--- src/rtl/cla_word_sequencer.sv ---
// cla_word_sequencer: adds two WIDTH-bit operands over NIB clock cycles. A single
// shared 4-bit carry look-ahead slice is used, one nibble per cycle, LSB nibble
// first. Operands arrive on a valid/ready handshake and the result (sum, carry-out,
// signed overflow) leaves on a second valid/ready handshake.

// carry_lahead: combinational 4-bit carry look-ahead slice.
// CARRY_AHEAD[i] is the carry out of bit i. CARRY_AHEAD[3] is the slice carry-out.
module carry_lahead (
    output logic [3:0] SUM,
    output logic [3:0] CARRY_AHEAD,
    input  logic [3:0] A,
    input  logic [3:0] B,
    input  logic       C_IN
);
    logic [3:0] prop;
    logic [3:0] gen;
    logic [3:0] carry_into;

    assign prop = A ^ B;
    assign gen  = A & B;

    // Every carry is flattened to two levels so that no carry ripples through the slice.
    assign CARRY_AHEAD[0] = gen[0] | (prop[0] & C_IN);
    assign CARRY_AHEAD[1] = gen[1] | (prop[1] & gen[0]) | (prop[1] & prop[0] & C_IN);
    assign CARRY_AHEAD[2] = gen[2] | (prop[2] & gen[1]) | (prop[2] & prop[1] & gen[0])
                          | (prop[2] & prop[1] & prop[0] & C_IN);
    assign CARRY_AHEAD[3] = gen[3] | (prop[3] & gen[2]) | (prop[3] & prop[2] & gen[1])
                          | (prop[3] & prop[2] & prop[1] & gen[0])
                          | (prop[3] & prop[2] & prop[1] & prop[0] & C_IN);

    assign carry_into = {CARRY_AHEAD[2:0], C_IN};

    for (genvar gi = 0; gi < 4; gi++) begin : g_sum_bit
        assign SUM[gi] = prop[gi] ^ carry_into[gi];
    end
endmodule

module cla_word_sequencer #(
    parameter int WIDTH = 16
) (
    input  logic             clk,
    input  logic             rst_n,
    input  logic             in_valid,
    output logic             in_ready,
    input  logic [WIDTH-1:0] a,
    input  logic [WIDTH-1:0] b,
    input  logic             c_in,
    output logic             out_valid,
    input  logic             out_ready,
    output logic [WIDTH-1:0] sum,
    output logic             c_out,
    output logic             ovf,
    output logic             busy
);
    localparam int NIB   = WIDTH / 4;
    localparam int IDX_W = (NIB > 1) ? $clog2(NIB) : 1;
    localparam logic [IDX_W-1:0] LAST_IDX = IDX_W'(NIB - 1);

    typedef enum logic [1:0] {
        IDLE = 2'd0,
        RUN  = 2'd1,
        DONE = 2'd2
    } state_t;

    state_t           state_reg;
    state_t           state_next;
    logic [WIDTH-1:0] a_reg;
    logic [WIDTH-1:0] b_reg;
    logic [WIDTH-1:0] sum_reg;
    logic [WIDTH-1:0] sum_next;
    logic             carry_reg;
    logic             c_out_reg;
    logic             ovf_reg;
    logic [IDX_W-1:0] idx_reg;

    logic [3:0]       a_slice;
    logic [3:0]       b_slice;
    logic [3:0]       slice_sum;
    logic [3:0]       slice_carry;
    logic [1:0]       unused_low_carry;

    // Select the operand nibbles addressed by idx for the shared slice.
    always_comb begin
        a_slice = '0;
        b_slice = '0;
        for (int i = 0; i < NIB; i++) begin
            if (idx_reg == IDX_W'(i)) begin
                a_slice = a_reg[i*4 +: 4];
                b_slice = b_reg[i*4 +: 4];
            end
        end
    end

    carry_lahead u_slice (
        .SUM         (slice_sum),
        .CARRY_AHEAD (slice_carry),
        .A           (a_slice),
        .B           (b_slice),
        .C_IN        (carry_reg)
    );

    // The low carries only matter inside the slice. The word-level result needs bits 3 and 2.
    assign unused_low_carry = slice_carry[1:0];

    // In RUN, the nibble that idx selects is replaced with the slice sum. The other nibbles keep their value.
    for (genvar gi = 0; gi < NIB; gi++) begin : g_sum_nib
        assign sum_next[gi*4 +: 4] = (state_reg == RUN && idx_reg == IDX_W'(gi))
                                   ? slice_sum : sum_reg[gi*4 +: 4];
    end

    // State register.
    always_ff @(posedge clk or negedge rst_n) begin
        if (!rst_n) begin
            state_reg <= IDLE;
        end else begin
            state_reg <= state_next;
        end
    end

    // Next-state logic: accept in IDLE, run for NIB cycles, then hold in DONE until the result is taken.
    always_comb begin
        state_next = state_reg;
        case (state_reg)
            IDLE:    if (in_valid)            state_next = RUN;
            RUN:     if (idx_reg == LAST_IDX) state_next = DONE;
            DONE:    if (out_ready)           state_next = IDLE;
            default:                          state_next = IDLE;
        endcase
    end

    // Datapath: latch operands on accept, then step one nibble per cycle through the slice.
    always_ff @(posedge clk or negedge rst_n) begin
        if (!rst_n) begin
            a_reg     <= '0;
            b_reg     <= '0;
            sum_reg   <= '0;
            carry_reg <= 1'b0;
            c_out_reg <= 1'b0;
            ovf_reg   <= 1'b0;
            idx_reg   <= '0;
        end else if (state_reg == IDLE) begin
            if (in_valid) begin
                a_reg     <= a;
                b_reg     <= b;
                carry_reg <= c_in;
                idx_reg   <= '0;
            end
        end else if (state_reg == RUN) begin
            sum_reg   <= sum_next;
            carry_reg <= slice_carry[3];
            if (idx_reg == LAST_IDX) begin
                c_out_reg <= slice_carry[3];
                ovf_reg   <= slice_carry[3] ^ slice_carry[2];
            end else begin
                idx_reg <= idx_reg + IDX_W'(1);
            end
        end
    end

    assign in_ready  = (state_reg == IDLE);
    assign out_valid = (state_reg == DONE);
    assign busy      = (state_reg != IDLE);
    assign sum       = sum_reg;
    assign c_out     = c_out_reg;
    assign ovf       = ovf_reg;
endmodule
--- config.mk ---
export PLATFORM = sky130hd
export DESIGN_NAME = cla_word_sequencer
export DESIGN_NICKNAME = d
export VERILOG_FILES = /design/src/rtl/cla_word_sequencer.sv
export SDC_FILE = /design/constraint.sdc
export NUM_CORES = 1
export LEC_CHECK = 0
export ABC_AREA = 1
export CORE_UTILIZATION = 45
export CTS_BUF_LIST = sky130_fd_sc_hd__clkbuf_2 sky130_fd_sc_hd__clkbuf_4 sky130_fd_sc_hd__clkbuf_8
export DETAILED_ROUTE_END_ITERATION = 16
export GPL_ROUTABILITY_DRIVEN = 0
export GPL_TIMING_DRIVEN = 1
export PLACE_DENSITY = 0.71
export SLEW_MARGIN = 20
export SYNTH_ARGS = -nofsm -noshare
export SYNTH_HDL_FRONTEND = slang
export SYNTH_SLANG_ARGS = --single-unit
--- constraint.sdc ---
create_clock -name clk -period 6.4 [get_ports clk]
set_input_delay 1.28 -clock clk [delete_from_list [all_inputs] [get_ports clk]]
set_output_delay 1.28 -clock clk [all_outputs]
set_load 0.03 [all_outputs]
==> results.toml <==
[cts]
clockBufferDepth = 2
worst_skew_pair.late_latency_ns = 0.31
cts_setup_buffers = 0
htreeDepth = 2
clkSlewWorstSetupHoldPaths_ns = 0.09
cts_hold_buf = 0
cts_buffers = 5
cts-resized-gates = 0
cts.sinks = 55
cts_tree = "yes"
cts_root_buf = "clkbuf_8"

[timing]
layout_worst_path_cycle_share = 0.453
hold_violations = 0
skew_ns = 0.00926
max_slew.worst_pin.slew_ns = 0.660
max_slew_margin = 0.560
grt_setup_unrepaired = "false"
setup_viol = 0
maxSlewViolCount = 0
min_period_ns = 2.90
setup_total_negative_slack_ns = 0
hold_ws_ns = 0.483
fmax_ghz = 0.345
setup_slack_ns = 3.50

[flow_run]
cap_violations = 0

[detailed_routing]
wl_per_cell_um = 13.5
via_per_inst = 5.00
drc = 0
wl_met3_um = 205
num_vias = 1925
drtAntennaViolNets = 0
dr.pass1.iters = 4
drt_wl_total_um = 5200
maxUsedRoutingLayer = "met4"
drt_iter0_markers = 77
met2RoutedLength_um = 2410
wl_met1_um = 2510

[worst_setup_path]
critPathLaunch = "state_reg[1]"
cp.arrival_ns = 1.62
path_cells = "nor2_4 -> inv_1 -> clkdlybuf4s50_1"
slowest_stage = "clkdlybuf4s50_1"
slowest_delay_ns = 0.69
crit_fanout = 4
worstSetupEndpointType = "primary output"
crit_buf_inv = 2
crit_family = "buffers and inverters"
cp.required_ns = 5.12
path_class = "flip-flop to primary output"
r2r-start = "idx_reg[1]"
start_kind = "flip-flop"

[finish]
antenna_cells = 0
nFillCells = 528
layout-drive-gt1-share = 0.184
syn2layout_area_growth_pct = 25.8
layout.nets = 355
layout_commonest_cell = "nand2_1"
layout_common_cells = "nand2_1 (62), clkdlybuf4s50_1 (56), dfrtp_1 (55)"

[yosys]
synth_area_per_cell_um2 = 11.0
synth_cell_types = 28
synth_seq_cells = 55
yosysSeqAreaShare = 0.502
synth_nets = 296
syn_inst = 250
synth_area_mm2 = 0.00274
yosys_warnings = 0

[placement]
dp_hpwl_um = 3920
io_buffers = 57
place_ws_ns = 3.63

[worst_hold_path]
hold_path_class = "flip-flop to flip-flop"
holdCritStartpoint = "sum[1]"

[grt]
gr-usage-all-layers = 0.182
antenna_found_initial = 0
grt_max_degree = 56
grt_first_pass_wirelength_um = 8870
gr-total-overflow = 0
grt_pass1_vias = 1856

[floorplanning]
die_area_mm2 = 0.00641
die_h_um = 80.1
rows = 28
initial_utilization = 0.466
die_x_um = 80.1
core_mm2 = 0.00589
ios = 58

[pwr]
powerDensity_mw_per_mm2 = 599
power_mw = 2.07
vdd_drop_max_mv = 0.304
p_leak_nw = 1.69

[outcome]
status = "complete, no violations"
==> per-stage QoR <==
stage	std cells	instance area, µm²	utilization
2_1_floorplan	250	2740	-
3_3_place_gp	377	3360	0.571
3_5_place_dp	377	3360	0.571
4_1_cts	385	3450	0.587
5_1_grt	385	3450	0.587
6_report	385	3450	0.587
==> worst register-to-register path, delay by kind of cell (launching register included) <==
kind / cells / cell delay [ns]
compound gates: 4 / 0.59
xor+xnor: 1 / 0.35
fa+ha+maj: 2 / 0.76
buf+inv: 1 / 0.32
flops: 1 / 0.39
simple gates: 2 / 0.19
==> synth_stat cells <==
| master | number | share of area |
|---|---|---|
| nand2_1 | 62 | 0.085 |
| fa_1 | 1 | 0.0073 |
| clkbuf_1 | 1 | 0.0014 |
| a21oi_1 | 3 | 0.0055 |
| xnor2_1 | 1 | 0.0032 |
| buf_2 | 2 | 0.0036 |
| nand2_4 | 1 | 0.0041 |
| a31oi_1 | 6 | 0.014 |
| xor2_1 | 1 | 0.0032 |
| inv_2 | 4 | 0.0055 |
| inv_1 | 16 | 0.022 |
| mux2_4 | 28 | 0.15 |
| o21ai_0 | 14 | 0.026 |
| a21o_1 | 6 | 0.016 |
| nor2_2 | 1 | 0.0023 |
| nor2_8 | 1 | 0.0073 |
| mux2_2 | 4 | 0.016 |
| nor2_1 | 3 | 0.0041 |
| buf_6 | 3 | 0.012 |
| nand3_1 | 16 | 0.029 |
| ha_1 | 8 | 0.036 |
| or2_2 | 1 | 0.0023 |
| o31ai_1 | 1 | 0.0027 |
| o21ai_1 | 4 | 0.0073 |
| dfrtp_1 | 55 | 0.50 |
| nor2_4 | 4 | 0.016 |
| o21ai_4 | 1 | 0.0059 |
| o21ai_2 | 2 | 0.0064 |
==> power breakdown <==
group          switching, mW  internal [mW]
Clock                  0.113         0.0763
Combinational          0.701          0.540
Sequential             0.116          0.523
==> layout make-up <==
class / instances / area, µm² / share of cell area
clock inverter: 3 / 20.0 / 0.00580
multi-input combinational: 169 / 1240 / 0.361
clock buffer: 5 / 68.8 / 0.0199
tap: 75 / 93.8 / 0.0272
sequential: 55 / 1380 / 0.399
timing repair buffer: 58 / 573 / 0.166
inverter: 20 / 75.1 / 0.0217
==> per-layer routing <==
layer	track usage	up-vias
met5	0	-
met4	0.0571	0
met3	0.0386	8
met2	0.285	55
met1	0.254	906
li1	-	956
==> logic make-up (layout without fill, tap and decap cells) <==
| logic type | count (synthesis) | after routing | synth area share |
|---|---|---|---|
| flops | 55 | 55 | 0.502 |
| mux | 32 | 32 | 0.170 |
| compound gates | 37 | 37 | 0.0835 |
| xor+xnor | 2 | 2 | 0.00639 |
| fa+ha+maj | 9 | 9 | 0.0438 |
| simple gates | 89 | 89 | 0.150 |
| buf+inv | 26 | 86 | 0.0447 |
==> final timing paths <==
path                             end  slack, ns  depth (start not counted)
min reg2reg                   sum[1]       0.48                          2
max                             busy       3.50                          3
max reg2reg                   sum[6]       3.68                         10
max in group asynchronous     sum[9]       4.89                          2
min                           sum[1]       0.48                          2
min in group asynchronous  b_reg[15]       1.08                          2
Note: power is estimated with default switching activity, not from simulation.
